**src/rtl/ipsxe_floating_point_result_fifo_v1_0.sv**
```systemverilog
// Output-side flow control for the fixed-latency FP datapath: issues credits,
// tags in-flight slots, and buffers emerging results in a FWFT FIFO.
module ipsxe_floating_point_result_fifo_v1_0 #(
  parameter int N       = 64,
  parameter int LATENCY = 4,
  parameter int DEPTH   = 8
) (
  input  logic                       i_clk,
  input  logic                       i_rst,
  input  logic                       i_aclken,
  input  logic                       i_s_valid,
  output logic                       o_s_ready,
  output logic                       o_issue,
  input  logic [N-1:0]               i_pipe_q,
  output logic                       o_m_valid,
  input  logic                       i_m_ready,
  output logic [N-1:0]               o_m_data,
  output logic [$clog2(DEPTH+1)-1:0] o_count,
  output logic                       o_overflow
);

  localparam int CW = $clog2(DEPTH + 1);
  localparam int IW = $clog2(LATENCY + 1);
  localparam int PW = (DEPTH > 1) ? $clog2(DEPTH) : 1;
  localparam int SW = ((CW > IW) ? CW : IW) + 1;

  // Handshake: a transfer happens on a cycle where valid & ready & i_aclken
  // are all high; valid never waits on ready, and data is held while stalled.

  logic [LATENCY-1:0] tag;
  logic [IW-1:0]      inflight;
  logic [PW-1:0]      wr_ptr;
  logic [PW-1:0]      rd_ptr;
  logic [N-1:0]       mem [DEPTH];
  logic               accept;
  logic               push;
  logic               pop;
  logic               full;
  logic               do_push;
  logic [SW-1:0]      committed;

  // Slots already promised downstream: stored results plus operands still in
  // the pipe, minus the one leaving this cycle.
  assign committed = SW'(o_count) + SW'(inflight) - SW'(pop);
  assign o_s_ready = i_aclken & ~i_rst & (committed < SW'(DEPTH));
  assign accept    = i_s_valid & o_s_ready;
  assign o_issue   = accept;

  assign push      = i_aclken & tag[LATENCY-1];
  assign o_m_valid = (o_count != '0);
  assign pop       = i_aclken & o_m_valid & i_m_ready;
  assign full      = (o_count == CW'(DEPTH));
  assign do_push   = push & (~full | pop);
  assign o_m_data  = o_m_valid ? mem[rd_ptr] : '0;

  always_ff @(posedge i_clk) begin
    if (i_rst) begin
      tag        <= '0;
      inflight   <= '0;
      wr_ptr     <= '0;
      rd_ptr     <= '0;
      o_count    <= '0;
      o_overflow <= 1'b0;
    end else if (i_aclken) begin
      tag[0] <= accept;
      for (int k = 1; k < LATENCY; k++) tag[k] <= tag[k-1];

      case ({accept, push})
        2'b10:   inflight <= inflight + IW'(1);
        2'b01:   inflight <= inflight - IW'(1);
        default: inflight <= inflight;
      endcase

      if (do_push) wr_ptr <= (wr_ptr == PW'(DEPTH - 1)) ? '0 : wr_ptr + PW'(1);
      if (pop)     rd_ptr <= (rd_ptr == PW'(DEPTH - 1)) ? '0 : rd_ptr + PW'(1);

      case ({do_push, pop})
        2'b10:   o_count <= o_count + CW'(1);
        2'b01:   o_count <= o_count - CW'(1);
        default: o_count <= o_count;
      endcase

      // Only reachable if upstream ignores credits; the result is lost.
      if (push && full && !pop) o_overflow <= 1'b1;
    end
  end

  always_ff @(posedge i_clk) begin
    if (do_push) mem[wr_ptr] <= i_pipe_q;
  end

endmodule

```
**config.mk**
```make
export PLATFORM = sky130hd
export DESIGN_NAME = ipsxe_floating_point_result_fifo_v1_0
export DESIGN_NICKNAME = d
export VERILOG_FILES = /design/src/rtl/ipsxe_floating_point_result_fifo_v1_0.sv
export SDC_FILE = /design/constraint.sdc
export NUM_CORES = 1
export LEC_CHECK = 0
export ABC_AREA = 1
export BUFFER_PORTS_ARGS = -buffer_cell sky130_fd_sc_hd__buf_2
export CAP_MARGIN = 20
export CORE_MARGIN = 3
export CORE_UTILIZATION = 25
export DETAILED_ROUTE_END_ITERATION = 10
export SLEW_MARGIN = 40
export SYNTH_ARGS = -nofsm -noshare
export SYNTH_HDL_FRONTEND = slang
export SYNTH_SLANG_ARGS = --single-unit
```
**constraint.sdc**
```tcl
create_clock -name i_clk -period 13.5 [get_ports i_clk]
set_input_delay 2.025 -clock i_clk [delete_from_list [all_inputs] [get_ports i_clk]]
set_output_delay 2.025 -clock i_clk [all_outputs]
set_load 0.05 [all_outputs]
```
After elaboration in Yosys (flattened, before gate mapping)
Memory sizes are Yosys's and may differ from the RTL's. A register that Yosys moved wholly into a read port is not among the register bits.
Index checks and enable logic that the tools add are counted.

word-level totals
  memories = 1
  RAM bits = 512
  ROM bits = 0
  word-level logic and storage cells = 53
  latch bits = 0
  bits in registers = 18

operators by class
  equality and inequality tests = 7
  magnitude comparators = 1
  bitwise logic cells = 10
  muxes and demuxes = 9
  reduce and logical (&&, ||, !) cells = 11
  divide/modulo/power cells = 0
  shift-type cells = 0
  add/sub/neg operators = 8
  $mul = 0

memory list
  name  depth  bits a word  rd ports  clocked after Yosys merged registers in  write ports  line  RTL
  mem   8      64           1         1                                        1            34    logic [N-1:0] mem [DEPTH];

operator list
  cell                                                                           number
  64-bit two-way mux                                                             1
  3-bit two-way mux                                                              4
  2-bit AND reduction                                                            5
  3-bit by 1-bit adder with 3-bit output (second input constant)                 3
  4-bit one-hot mux with 2 select lines                                          1
  1-bit bitwise AND                                                              7
  3-bit equality test (second input constant)                                    2
  3-bit one-hot mux with 2 select lines                                          1
  4-bit by 3-bit adder with 5-bit output                                         1
  5-bit by 4-bit less-than comparator with 1-bit output (second input constant)  1
  5-bit by 1-bit subtractor with 5-bit output                                    1
  4-bit by 1-bit adder with 4-bit output (second input constant)                 1
  2-bit by 1-bit equality test with 1-bit output (second input constant)         2
  2-bit equality test (second input constant)                                    2
  4-bit equality test (second input constant)                                    1
  2-bit nonzero test                                                             2
  4-bit nonzero test                                                             1
  4-bit by 1-bit subtractor with 4-bit output (second input constant)            1
  3-bit by 1-bit subtractor with 3-bit output (second input constant)            1
  1-bit logical AND                                                              2
  1-bit two-way mux                                                              2
  1-bit NOT                                                                      2
  1-bit zero test                                                                1
  1-bit bitwise OR                                                               1

Depth between registers and ports, before layout
  depth after elaboration = 10
  depth in mapped cells = 22
  depth with buffers taken out = 22

Worst setup path before layout
No wires, ideal clock.

  path type = input port to output port
  start = input i_m_ready
  end = output o_s_ready
  stages on the path = 12
  data arrival time = 4525 ps
  path buffers = 0
  slack = 6950 ps
  cell sequence = nand3_1 inv_1 ha_1 inv_1 ha_1 nand3_1 nand2_1 nand2_1 nand2_1 nand2_1 nand2_1 nor4_1

between the ends
  cells in the longest elaborated chain, start to end = 4

RTL lines
  item                                                   line  RTL
  from (decl)                                            16    input logic i_m_ready,
  1-bit bitwise AND                                      51    assign pop = i_aclken & o_m_valid & i_m_ready;
  5-bit by 1-bit subtractor with 5-bit output            44    assign committed = SW'(o_count) + SW'(inflight) - SW'(pop);
  5-bit by 4-bit less-than comparator with 1-bit output  45    assign o_s_ready = i_aclken & ~i_rst & (committed < SW'(DEPTH));
  1-bit bitwise AND                                      45
  to (decl)                                              12    output logic o_s_ready,

Every way passes these cells.

Worst setup path in the final report
  start = input i_aclken
  end = output o_issue

between the ends
  cells in the longest elaborated chain, start to end = 6

RTL lines
  item                                                   line  RTL
  from (decl)                                            10    input logic i_aclken,
  1-bit bitwise AND (2 in series)                        51
  5-bit by 1-bit subtractor with 5-bit output            44
  5-bit by 4-bit less-than comparator with 1-bit output  45
  1-bit bitwise AND *                                    45
  1-bit bitwise AND *                                    46    assign accept = i_s_valid & o_s_ready;
  to (decl)                                              13    output logic o_issue,

Mark *: on every way between the ends. The rest lies on a longest branch, timed or not.

==> qor.csv <==
stage;metric;value;unit
finish;Post-Layout Cell Count;2924;
hold_path;worst min path class;reg -> reg;
setup_path;CP Launch Type;input port;
power_and_ir_drop;sw frac;23.6;%
die;Rows;106;
power_and_ir_drop;Pleak;8.47;nW
synthesis;synthesized net count;1697;
setup_path;reg2reg setup slack;9.59;ns
cts;CTS buffer count;59;
cts;CTS tree;yes;
route;via count;13600;
setup_path;Worst R2R Path Depth;21;
run;Max Cap Violations;0;
synthesis;Yosys reg bits;533;
power_and_ir_drop;Power, Total;3.72;mW
setup_path;CP Capture Type;primary output;
synthesis;synth unique cells;29;
sta;Final Max Tran Viols;0;
route;number of routed nets with antenna violations;0;
synthesis;post-synthesis sequential area ratio;74.3;%
sta;Worst slew margin;48.8;%
setup_path;worst r2r src;o_count[0];
synthesis;async set-reset flop share out of synthesis;0;%
cts;maximum clock path buffer count;3;
power_and_ir_drop;Psw;879;uW
placed_design;I/O Buffers;140;
synthesis;Syn Inst Count;1612;
cts;CTS H-Tree Depth;2;
synthesis;top_reg_cell synth;edfxtp_1;
sta;RSZ-0062 raised after global routing;no;
finish;Area Growth Syn to Fin;18.9;%
sta;min Tclk post-route;5.99;ns
finish;layout net count;1822;
cts;CTS root buffer;clkbuf_16;
finish;layout cells sized above 1;16.7;%
synthesis;dominant cells by area after synthesis;edfxtp_1, nor2_1, o21ai_0;
route;DR WL/cell;18.6;um
power_and_ir_drop;register share of total power;49.2;%
route;initial drt markers;1009;
cts;Post-CTS Setup Repair Bufs;0;
sta;Setup TNS Final;0;ns
setup_path;Crit Reg-Reg Endpoint;inflight[2];
setup_path;CP max FO;7;
placed_design;cell count after placement;2809;
cts;post-CTS resize count;0;
die;die area;0.0886;mm^2
synthesis;Mapped Area;0.0213;mm^2
grt;largest net degree at the start of global routing;154;
setup_path;CP required;11.48;ns
sta;Period Utilization, post-route;44.4;%
synthesis;top cell type's share of synthesized area;72.3;%
sta;final setup fails;0;
cts;Worst-Skew Late Latency;0.61;ns
cts;# hold bufs at CTS;0;
route;TritonRoute pass-1 iters;5;
grt;GRT Total Usage;11.9;%
setup_path;CP arrival;3.96;ns
hold_path;hold-critical path endpoint;tag[0];
synthesis;Avg Inst Size Synth;13.2;um^2
grt;global route overflow;0;
grt;vias in the first global route;13800;
power_and_ir_drop;PwrDens;147;mW/mm^2
sta;Max Freq;0.167;GHz
die;Die Span X;298;um
route;vias per inst;4.64;
die;# IOs;141;
synthesis;warning count from the yosys run;0;
synthesis;Yosys top cell by area;edfxtp_1;
status;outcome;finished clean;
hold_path;Hold Path Origin;tag[0];
power_and_ir_drop;Int Power;2.84;mW
sta;Slew @ Worst Pin;0.768;ns
grt;initial antenna violation count;13;
power_and_ir_drop;VDD IR max;0.000109;V
grt;first-pass GRT wire length;82200;um
placed_design;hpwl dp;29800;um
cts;TritonCTS Sinks;533;
hold_path;hold path depth;2;
placed_design;GP Congestion;0.732;
power_and_ir_drop;Logic pwr share;8.3;%
synthesis;number of flops mapped to enable cells by yosys;512;
route;total wire length;54300;um
setup_path;CP Class;in -> out;
route;DRC;0;
sta;Clock Skews;0.0154;ns
power_and_ir_drop;Clock power frac;42.5;%
die;Vert. Die Dim;298;um
cts;CTS clk-pin slew, worst paths;0.06;ns
sta;Fin. Hold Viols;0;
die;core area;0.0840;mm^2
die;Initial Util;25.3;%
[state kept, by name (all words and copies together), names as in the netlist, named ones only]
signal	count
o_overflow	1
rd_ptr	3
inflight	3
o_count	4
mem	512
tag	4
wr_ptr	3
[cell usage after synthesis (6+ instances only)]
cell type and count:
nand3_1 8, buf_6 6, buf_1 6, buf_2 35, nand2_1 22, o32ai_1 101, o21ai_1 28, dfxtp_1 21
inv_1 26, nor2_1 543, o21ai_0 178, ha_1 14, o32ai_2 27, clkbuf_1 57, a21oi_1 11, edfxtp_1 512
[cell type report]
cell class / instances / area, um^2
sequential: 533 / 15800
timing repair buffer: 170 / 1060
clock inverter: 36 / 398
multi-input combinational: 944 / 4930
antenna: 6 / 15.0
inverter: 29 / 121
clock buffer: 72 / 1530
tap: 1134 / 1420
fill: 8359 / 58700
[worst max-delay path: stages]
cell	delay [ns]
buf_2	0.14
nand3_1	0.13
inv_1	0.21
ha_1	0.18
inv_1	0.04
ha_1	0.29
nand3_1	0.08
nand2_1	0.06
nand2_1	0.07
nand2_1	0.05
nand2_1	0.06
nand2_1	0.07
nor2_1	0.10
nand3_1	0.12
inv_1	0.07
buf_2	0.25
[per-stage QoR]
stage	worst slack (ns)	cell area, um^2	hold WS [ns]	util, %
5_1_grt	7.33	25300	0.505	30.1
6_report	7.51	25300	0.467	30.1
2_1_floorplan	6.95	21300	0.446	-
4_1_cts	7.54	25200	0.467	30.1
3_5_place_dp	7.54	23300	0.459	27.8
3_3_place_gp	7.43	23100	0.446	27.6
[power by group through the flow]
stage | Clock [mW] | Sequential (mW) | Combinational, mW
2_1_floorplan | 0 | 1.86 | 0.212
3_3_place_gp | 0 | 1.87 | 0.297
3_5_place_dp | 0 | 1.87 | 0.308
4_1_cts | 1.63 | 1.83 | 0.309
5_1_grt | 1.70 | 1.83 | 0.335
6_report | 1.58 | 1.83 | 0.308
[layer usage]
metal	global-route usage [%]	vias up	part of all wire (%)
li1	-	6194	-
met1	14.9	6855	42
met2	20.5	388	49
met3	2.52	115	5.8
met4	4.09	8	3.0
met5	0	-	0.077
[cell usage in the layout, fill, tap and decap left out, types with 3 or more instances in the layout]
| cell | count |
|---|---|
| o21ai_1 | 28 |
| o21ai_0 | 178 |
| clkinv_4 | 3 |
| ha_1 | 14 |
| o32ai_1 | 101 |
| a21oi_1 | 11 |
| clkbuf_1 | 13 |
| clkbuf_16 | 59 |
| buf_8 | 4 |
| nor2_1 | 535 |
| nand3_1 | 7 |
| diode_2 | 6 |
| buf_4 | 14 |
| buf_12 | 3 |
| nand2_1 | 22 |
| buf_6 | 6 |
| dfxtp_1 | 18 |
| nor2_4 | 8 |
| buf_2 | 140 |
| o32ai_2 | 27 |
| dfxtp_4 | 3 |
| clkinv_1 | 10 |
| edfxtp_1 | 512 |
| bufinv_16 | 7 |
| clkinv_2 | 11 |
| inv_1 | 26 |
[cells by family after synthesis]
group	after synthesis	synth area share, %
AOI/OAI and AO/OA	350	11.5
xor gates and xnor gates	1	0.0412
adders and majority gates	16	1.01
buffers and inverters	135	2.87
DFF	533	74.3
and+or+nand+nor	577	10.3
[how the worst max path moves through the flow]
stage | start | to | depth (start not counted) | slack (ns)
finish | i_aclken | o_issue | 16 | 7.51
floorplan | i_m_ready | o_s_ready | 12 | 6.95
global route | i_aclken | o_issue | 16 | 7.33
CTS | i_aclken | o_issue | 16 | 7.54
global placement | i_aclken | o_issue | 16 | 7.43
detailed placement | i_aclken | o_issue | 16 | 7.54
(Power assumes the default switching activity.)
